### src/rtl/resync_pkg.sv
// Shared helpers for the resync_filter slice: filter counter sizing and edge classification.
// The optional glitch counters are enabled with the RESYNC_GLITCH_CNT_EN macro.
package resync_pkg;

    // The counter has to hold 0..FILT_LEN-1. One spare code keeps FILT_LEN=1 at a legal width.
    function automatic int filt_cnt_w(input int filt_len);
        return (filt_len < 1) ? 1 : $clog2(filt_len + 1);
    endfunction

    typedef enum logic [1:0] {
        EDGE_NONE = 2'd0,
        EDGE_RISE = 2'd1,
        EDGE_FALL = 2'd2
    } edge_t;

endpackage

### src/rtl/resync_filter_ch.sv
// One channel: NUM_STAGE synchroniser, stability filter, registered rise/fall pulses.
// With RESYNC_GLITCH_CNT_EN defined, a saturating per-channel rejected-glitch counter is added.
module resync_filter_ch
    import resync_pkg::*;
#(
    parameter int   NUM_STAGE = 3,
    parameter int   FILT_LEN  = 4,
    parameter logic RST_VAL   = 1'b0,
    parameter int   GCNT_W    = 8
) (
    input  logic              clk,
    input  logic              rstn,
    input  logic              data_i,
`ifdef RESYNC_GLITCH_CNT_EN
    input  logic              glitch_clr_i,
    output logic [GCNT_W-1:0] glitch_cnt_o,
`endif
    output logic              data_o,
    output logic              rise_o,
    output logic              fall_o
);

    localparam int              CNT_W    = filt_cnt_w(FILT_LEN);
    localparam logic [CNT_W-1:0] CNT_LAST = CNT_W'(FILT_LEN - 1);

    typedef struct packed {
        logic [NUM_STAGE-1:0] chain;
        logic                 level;
        logic [CNT_W-1:0]     cnt;
    } ch_state_t;

    ch_state_t st_q;
    ch_state_t st_d;
    edge_t     edge_d;
    logic      sync_s;

    assign sync_s = st_q.chain[NUM_STAGE-1];
    assign data_o = st_q.level;

    always_comb begin
        st_d       = st_q;
        edge_d     = EDGE_NONE;
        st_d.chain = {st_q.chain[NUM_STAGE-2:0], data_i};
        if (sync_s == st_q.level) begin
            st_d.cnt = '0;
        end else if (st_q.cnt == CNT_LAST) begin
            st_d.level = sync_s;
            st_d.cnt   = '0;
            edge_d     = sync_s ? EDGE_RISE : EDGE_FALL;
        end else begin
            st_d.cnt = st_q.cnt + CNT_W'(1);
        end
    end

    always_ff @(posedge clk or negedge rstn) begin
        if (!rstn) begin
            st_q.chain <= {NUM_STAGE{RST_VAL}};
            st_q.level <= RST_VAL;
            st_q.cnt   <= '0;
            rise_o     <= 1'b0;
            fall_o     <= 1'b0;
        end else begin
            st_q   <= st_d;
            rise_o <= (edge_d == EDGE_RISE);
            fall_o <= (edge_d == EDGE_FALL);
        end
    end

`ifdef RESYNC_GLITCH_CNT_EN
    // A glitch is a level that fell back to the accepted one before qualifying.
    logic              glitch;
    logic [GCNT_W-1:0] gcnt_q;

    assign glitch       = (sync_s == st_q.level) && (st_q.cnt != '0);
    assign glitch_cnt_o = gcnt_q;

    always_ff @(posedge clk or negedge rstn) begin
        if (!rstn) begin
            gcnt_q <= '0;
        end else if (glitch_clr_i) begin
            gcnt_q <= '0;
        end else if (glitch && (gcnt_q != {GCNT_W{1'b1}})) begin
            gcnt_q <= gcnt_q + GCNT_W'(1);
        end
    end
`endif

endmodule

### src/rtl/resync_filter.sv
// Multi-channel input conditioner: NUM_CH independent resync + debounce + edge-detect channels.
// Define RESYNC_GLITCH_CNT_EN to add glitch_clr_i / glitch_cnt_o and the per-channel counters.
module resync_filter
    import resync_pkg::*;
#(
    parameter int                NUM_STAGE = 3,
    parameter int                NUM_CH    = 4,
    parameter int                FILT_LEN  = 4,
    parameter logic [NUM_CH-1:0] RST_VAL   = '0,
    parameter int                GCNT_W    = 8
) (
    input  logic                     rstn,
    input  logic                     clk,
    input  logic [NUM_CH-1:0]        data_i,
    output logic [NUM_CH-1:0]        data_o,
    output logic [NUM_CH-1:0]        rise_o,
`ifdef RESYNC_GLITCH_CNT_EN
    input  logic                     glitch_clr_i,
    output logic [NUM_CH*GCNT_W-1:0] glitch_cnt_o,
`endif
    output logic [NUM_CH-1:0]        fall_o
);

    for (genvar c = 0; c < NUM_CH; c++) begin : g_ch
        resync_filter_ch #(
            .NUM_STAGE (NUM_STAGE),
            .FILT_LEN  (FILT_LEN),
            .RST_VAL   (RST_VAL[c]),
            .GCNT_W    (GCNT_W)
        ) u_ch (
            .clk          (clk),
            .rstn         (rstn),
            .data_i       (data_i[c]),
`ifdef RESYNC_GLITCH_CNT_EN
            .glitch_clr_i (glitch_clr_i),
            .glitch_cnt_o (glitch_cnt_o[c*GCNT_W +: GCNT_W]),
`endif
            .data_o       (data_o[c]),
            .rise_o       (rise_o[c]),
            .fall_o       (fall_o[c])
        );
    end

endmodule

### config.mk
export PLATFORM = sky130hd
export DESIGN_NAME = resync_filter
export DESIGN_NICKNAME = d
export VERILOG_FILES = /design/src/rtl/resync_pkg.sv /design/src/rtl/resync_filter_ch.sv /design/src/rtl/resync_filter.sv
export SDC_FILE = /design/constraint.sdc
export NUM_CORES = 1
export LEC_CHECK = 0
export BUFFER_PORTS_ARGS = -buffer_cell sky130_fd_sc_hd__buf_2
export CAP_MARGIN = 20
export CORE_UTILIZATION = 40
export CTS_CLUSTER_DIAMETER = 60
export DETAILED_ROUTE_END_ITERATION = 10
export PLACE_DENSITY = 0.56
export SYNTH_ARGS = -nofsm -noshare
export SYNTH_HDL_FRONTEND = slang
export SYNTH_SLANG_ARGS = --single-unit
### constraint.sdc
create_clock -name clk -period 2.7 [get_ports clk]
set_input_delay 0.135 -clock clk [delete_from_list [all_inputs] [get_ports clk]]
set_output_delay 0.135 -clock clk [all_outputs]
set_load 0.01 [all_outputs]
==> out/qor_table.md <==
| Quantity | This run |
|---|---|
| Status | completed |
| Layout Skew | 0.00551 ns |
| Worst Path Class, Setup | register to register |
| Antenna fix cells | 0 |
| Max-cap check violation count | 0 |
| Worst relative slew slack | 50.3% |
| Nets@finish | 111 |
| DIE HEIGHT | 59.8 µm |
| Number of detailed-routing iterations run before antenna repair | 4 |
| Via count normalized by instance count | 4.39 |
| Sequential element share of the synthesized area | 67.5% |
| Fraction of final layout cells sized beyond drive strength 1 | 31.4% |
| Violation count after the first detailed-routing iteration | 5 |
| Total wirelength of the detailed-routed design | 1.61 mm |
| Final cycle utilization of the critical path | 43.4% |
| Gr ovfl total | 0 |
| Pwr per Cell Area | 844 nW/µm² |
| Hpwl dp | 1.07 mm |
| Number of placed instances, taps included | 133 |
| Residual DRC count | 0 |
| Synthesized area | 1340 µm² |
| Crit. End Element | register |
| Post-layout min period | 1.17 ns |
| Core region area | 3100 µm² |
| Startpoint type of the worst setup path | register |
| Routability Congestion | 0.655 |
| Worst-path maximum fanout | 5 |
| Cell family with the largest share of critical-path delay | flip-flops |
| Source-to-sink clock delay at the later pin of the worst-skew pair | 0.33 ns |
| Clk sink count | 36 |
| Area grow syn2layout | 11.9% |
| Clock-pin slew on the worst setup and hold paths | 0.09 ns |
| Initial core utilization | 43.0% |
| Setup TNS | 0 ns |
| Largest net degree at the start of global routing | 37 |
| Number of buffers added on ports | 17 |
| Cell chain of the critical path | ha_1 -> nand2b_4 -> mux2_2 |
| Number of global-route vias before repair | 637 |
| Crit path setup slack, layout | 1.53 ns |
| Cell chosen for the clock root | clkbuf_4 |
| CTS tree | done |
| Cell Rows | 20 |
| Worst vdd rail ir drop | 373 µV |
| Number of nets with antenna violations after detailed routing | 0 |
| Detailed-route wire length per cell | 11.0 µm |
| H-Tree Level Count | 2 |
| Total via count in the routed design | 641 |
| Required time of the critical path | 2.92 ns |
| Leakage component of the power | 0.722 nW |
| Maximum root-to-sink buffer count | 2 |
| Largest cells by area after synthesis | dfrtp_1 (67%), buf_4 (6.7%), nor3b_1 (6.7%) |
| Number of top-level pins | 18 |
| Fraction of synthesized cell area taken by the top area cell type | 67.5% |
| Horiz. Die Dim | 59.8 µm |
| Final Hold Violating Endpoints | 0 |
| Cell variety after synth | 14 |
| Cells after Synth | 84 |
| Non-filler cells, final | 146 |
| Antenna violations before repair | 0 |
| Leading cell type in the layout, fill and taps excluded | dfrtp_1 |
| Mean instance size in the synthesized netlist | 15.9 µm² |
| Setup violations, final | 0 |
| Maximum cell stage delay along the critical path | 0.39 ns |
| Cell type with the highest aggregate area in the netlist | dfrtp_1 |
| Class of the most critical hold timing path | register to register |
| Nets in the synthesized netlist | 94 |
| Critical path arrival | 1.39 ns |
| Pre-CTS worst setup slack | 1.54 ns |
| Max Fclk | 853 MHz |
| Final Slew Violations | 0 |
| Total design power | 1.26 mW |
| Die area | 3570 µm² |
| First-pass GRT wire length | 2.68 mm |
| Cells resized by post-CTS repair | 0 |
| Slowest-stage cell, CP | dfrtp_1 |
| Clock buffer count from CTS | 5 |
| Gr usage total | 11.2% |
| Flop and latch count out of synthesis | 36 |
| Most frequent cells in the layout | dfrtp_1 (36), buf_2 (17), nor3b_1 (12) |
| Slew at the pin closest to its max-slew limit | 0.746 ns |
| Unrepaired setup endpoints after global routing | false |
| Yosys warnings | 0 |
| Worst path bufs/invs | 0 |
## repair_timing
| action | 4_1_cts | 5_1_grt |
|---|---|---|
| hold endpoints to repair | 40 | 0 |
| endpoints found under the setup margin | 0 | 0 |
| buffers inserted | 0 | 0 |
| hold buffers | 5 | 0 |
## layout make-up
type / instances / area, µm²
multi-input cells: 36 / 344
fillers: 295 / 1610
clock buffers: 8 / 58.8
well taps: 44 / 55.1
repair buffers: 22 / 135
flip-flops and latches: 36 / 901
## state kept, by name, summed over array words and instances (netlist names)
signal / count
g_ch.u_ch.st_q: 16
g_ch.u_ch.st_d: 8
g_ch.u_ch.data_o: 4
g_ch.u_ch.fall_o: 4
g_ch.u_ch.rise_o: 4
## power by group
part	switching (mW)	internal, mW	total, mW
sequential	0.0675	0.633	0.701
clock	0.158	0.128	0.287
combinational	0.123	0.150	0.274
total	0.349	0.912	1.26
## stage by stage
step	util (%)	cell area [µm²]	hold WS, ns
after global routing	48.1	1490	0.371
after CTS	48.1	1490	0.358
after detailed placement	44.6	1390	0.246
after floorplan	-	1340	-0.161
after global placement	44.6	1390	0.244
final	48.1	1490	0.356
## synth_stat cells (all sizes together)
library cell	instances
dfrtp	36
nor3b	13
buf	12
and3b	5
ha	4
mux2	4
xnor2	4
nand2b	3
nor2b	2
nor3	1
## worst reg2reg max path, delay by kind of cell (launching register included)
family | cells | cell delay, ns
mux | 1 | 0.33
simple gates | 1 | 0.10
flops | 1 | 0.39
fa+ha+maj | 1 | 0.24
## layer usage
metal | share of wire [%] | routed length (µm) | up-vias | track usage, %
met5 | 0 | 0 | - | 0
met4 | 2.1 | 34 | 0 | 6.98
met3 | 6.0 | 97 | 5 | 6.49
met2 | 48 | 770 | 18 | 16.7
met1 | 44 | 703 | 314 | 12.1
li1 | - | - | 304 | -
## worst paths after layout
| check | start | to | slack (ns) | depth (start not counted) |
|---|---|---|---|---|
| max reg2reg | g_ch[3].u_ch.st_q[0]$_DFF_PN0_ | g_ch[3].u_ch.data_o$_DFFE_PN0P_ | 1.53 | 3 |
| min in group asynchronous | rstn | g_ch[3].u_ch.st_q[1]$_DFF_PN0_ | 0.41 | 2 |
| max | g_ch[3].u_ch.st_q[0]$_DFF_PN0_ | g_ch[3].u_ch.data_o$_DFFE_PN0P_ | 1.53 | 3 |
| min | g_ch[1].u_ch.st_d[6]$_DFF_PN0_ | g_ch[1].u_ch.st_q[6]$_DFF_PN0_ | 0.36 | 0 |
| max in group asynchronous | rstn | g_ch[2].u_ch.data_o$_DFFE_PN0P_ | 1.81 | 2 |
| min reg2reg | g_ch[1].u_ch.st_d[6]$_DFF_PN0_ | g_ch[1].u_ch.st_q[6]$_DFF_PN0_ | 0.36 | 0 |
## kinds of logic (layout without fill, tap and decap cells)
| kind of cell | Yosys count | in the layout | synth area share [%] |
|---|---|---|---|
| AND/OR/NAND/NOR | 24 | 24 | 16.0 |
| XOR/XNOR | 4 | 4 | 2.62 |
| multiplexers | 4 | 4 | 3.37 |
| flip-flops | 36 | 36 | 67.5 |
| buffers and inverters | 12 | 30 | 6.75 |
| adder cells (fa/ha/maj) | 4 | 4 | 3.75 |
Power figures use the tool's default switching activity.
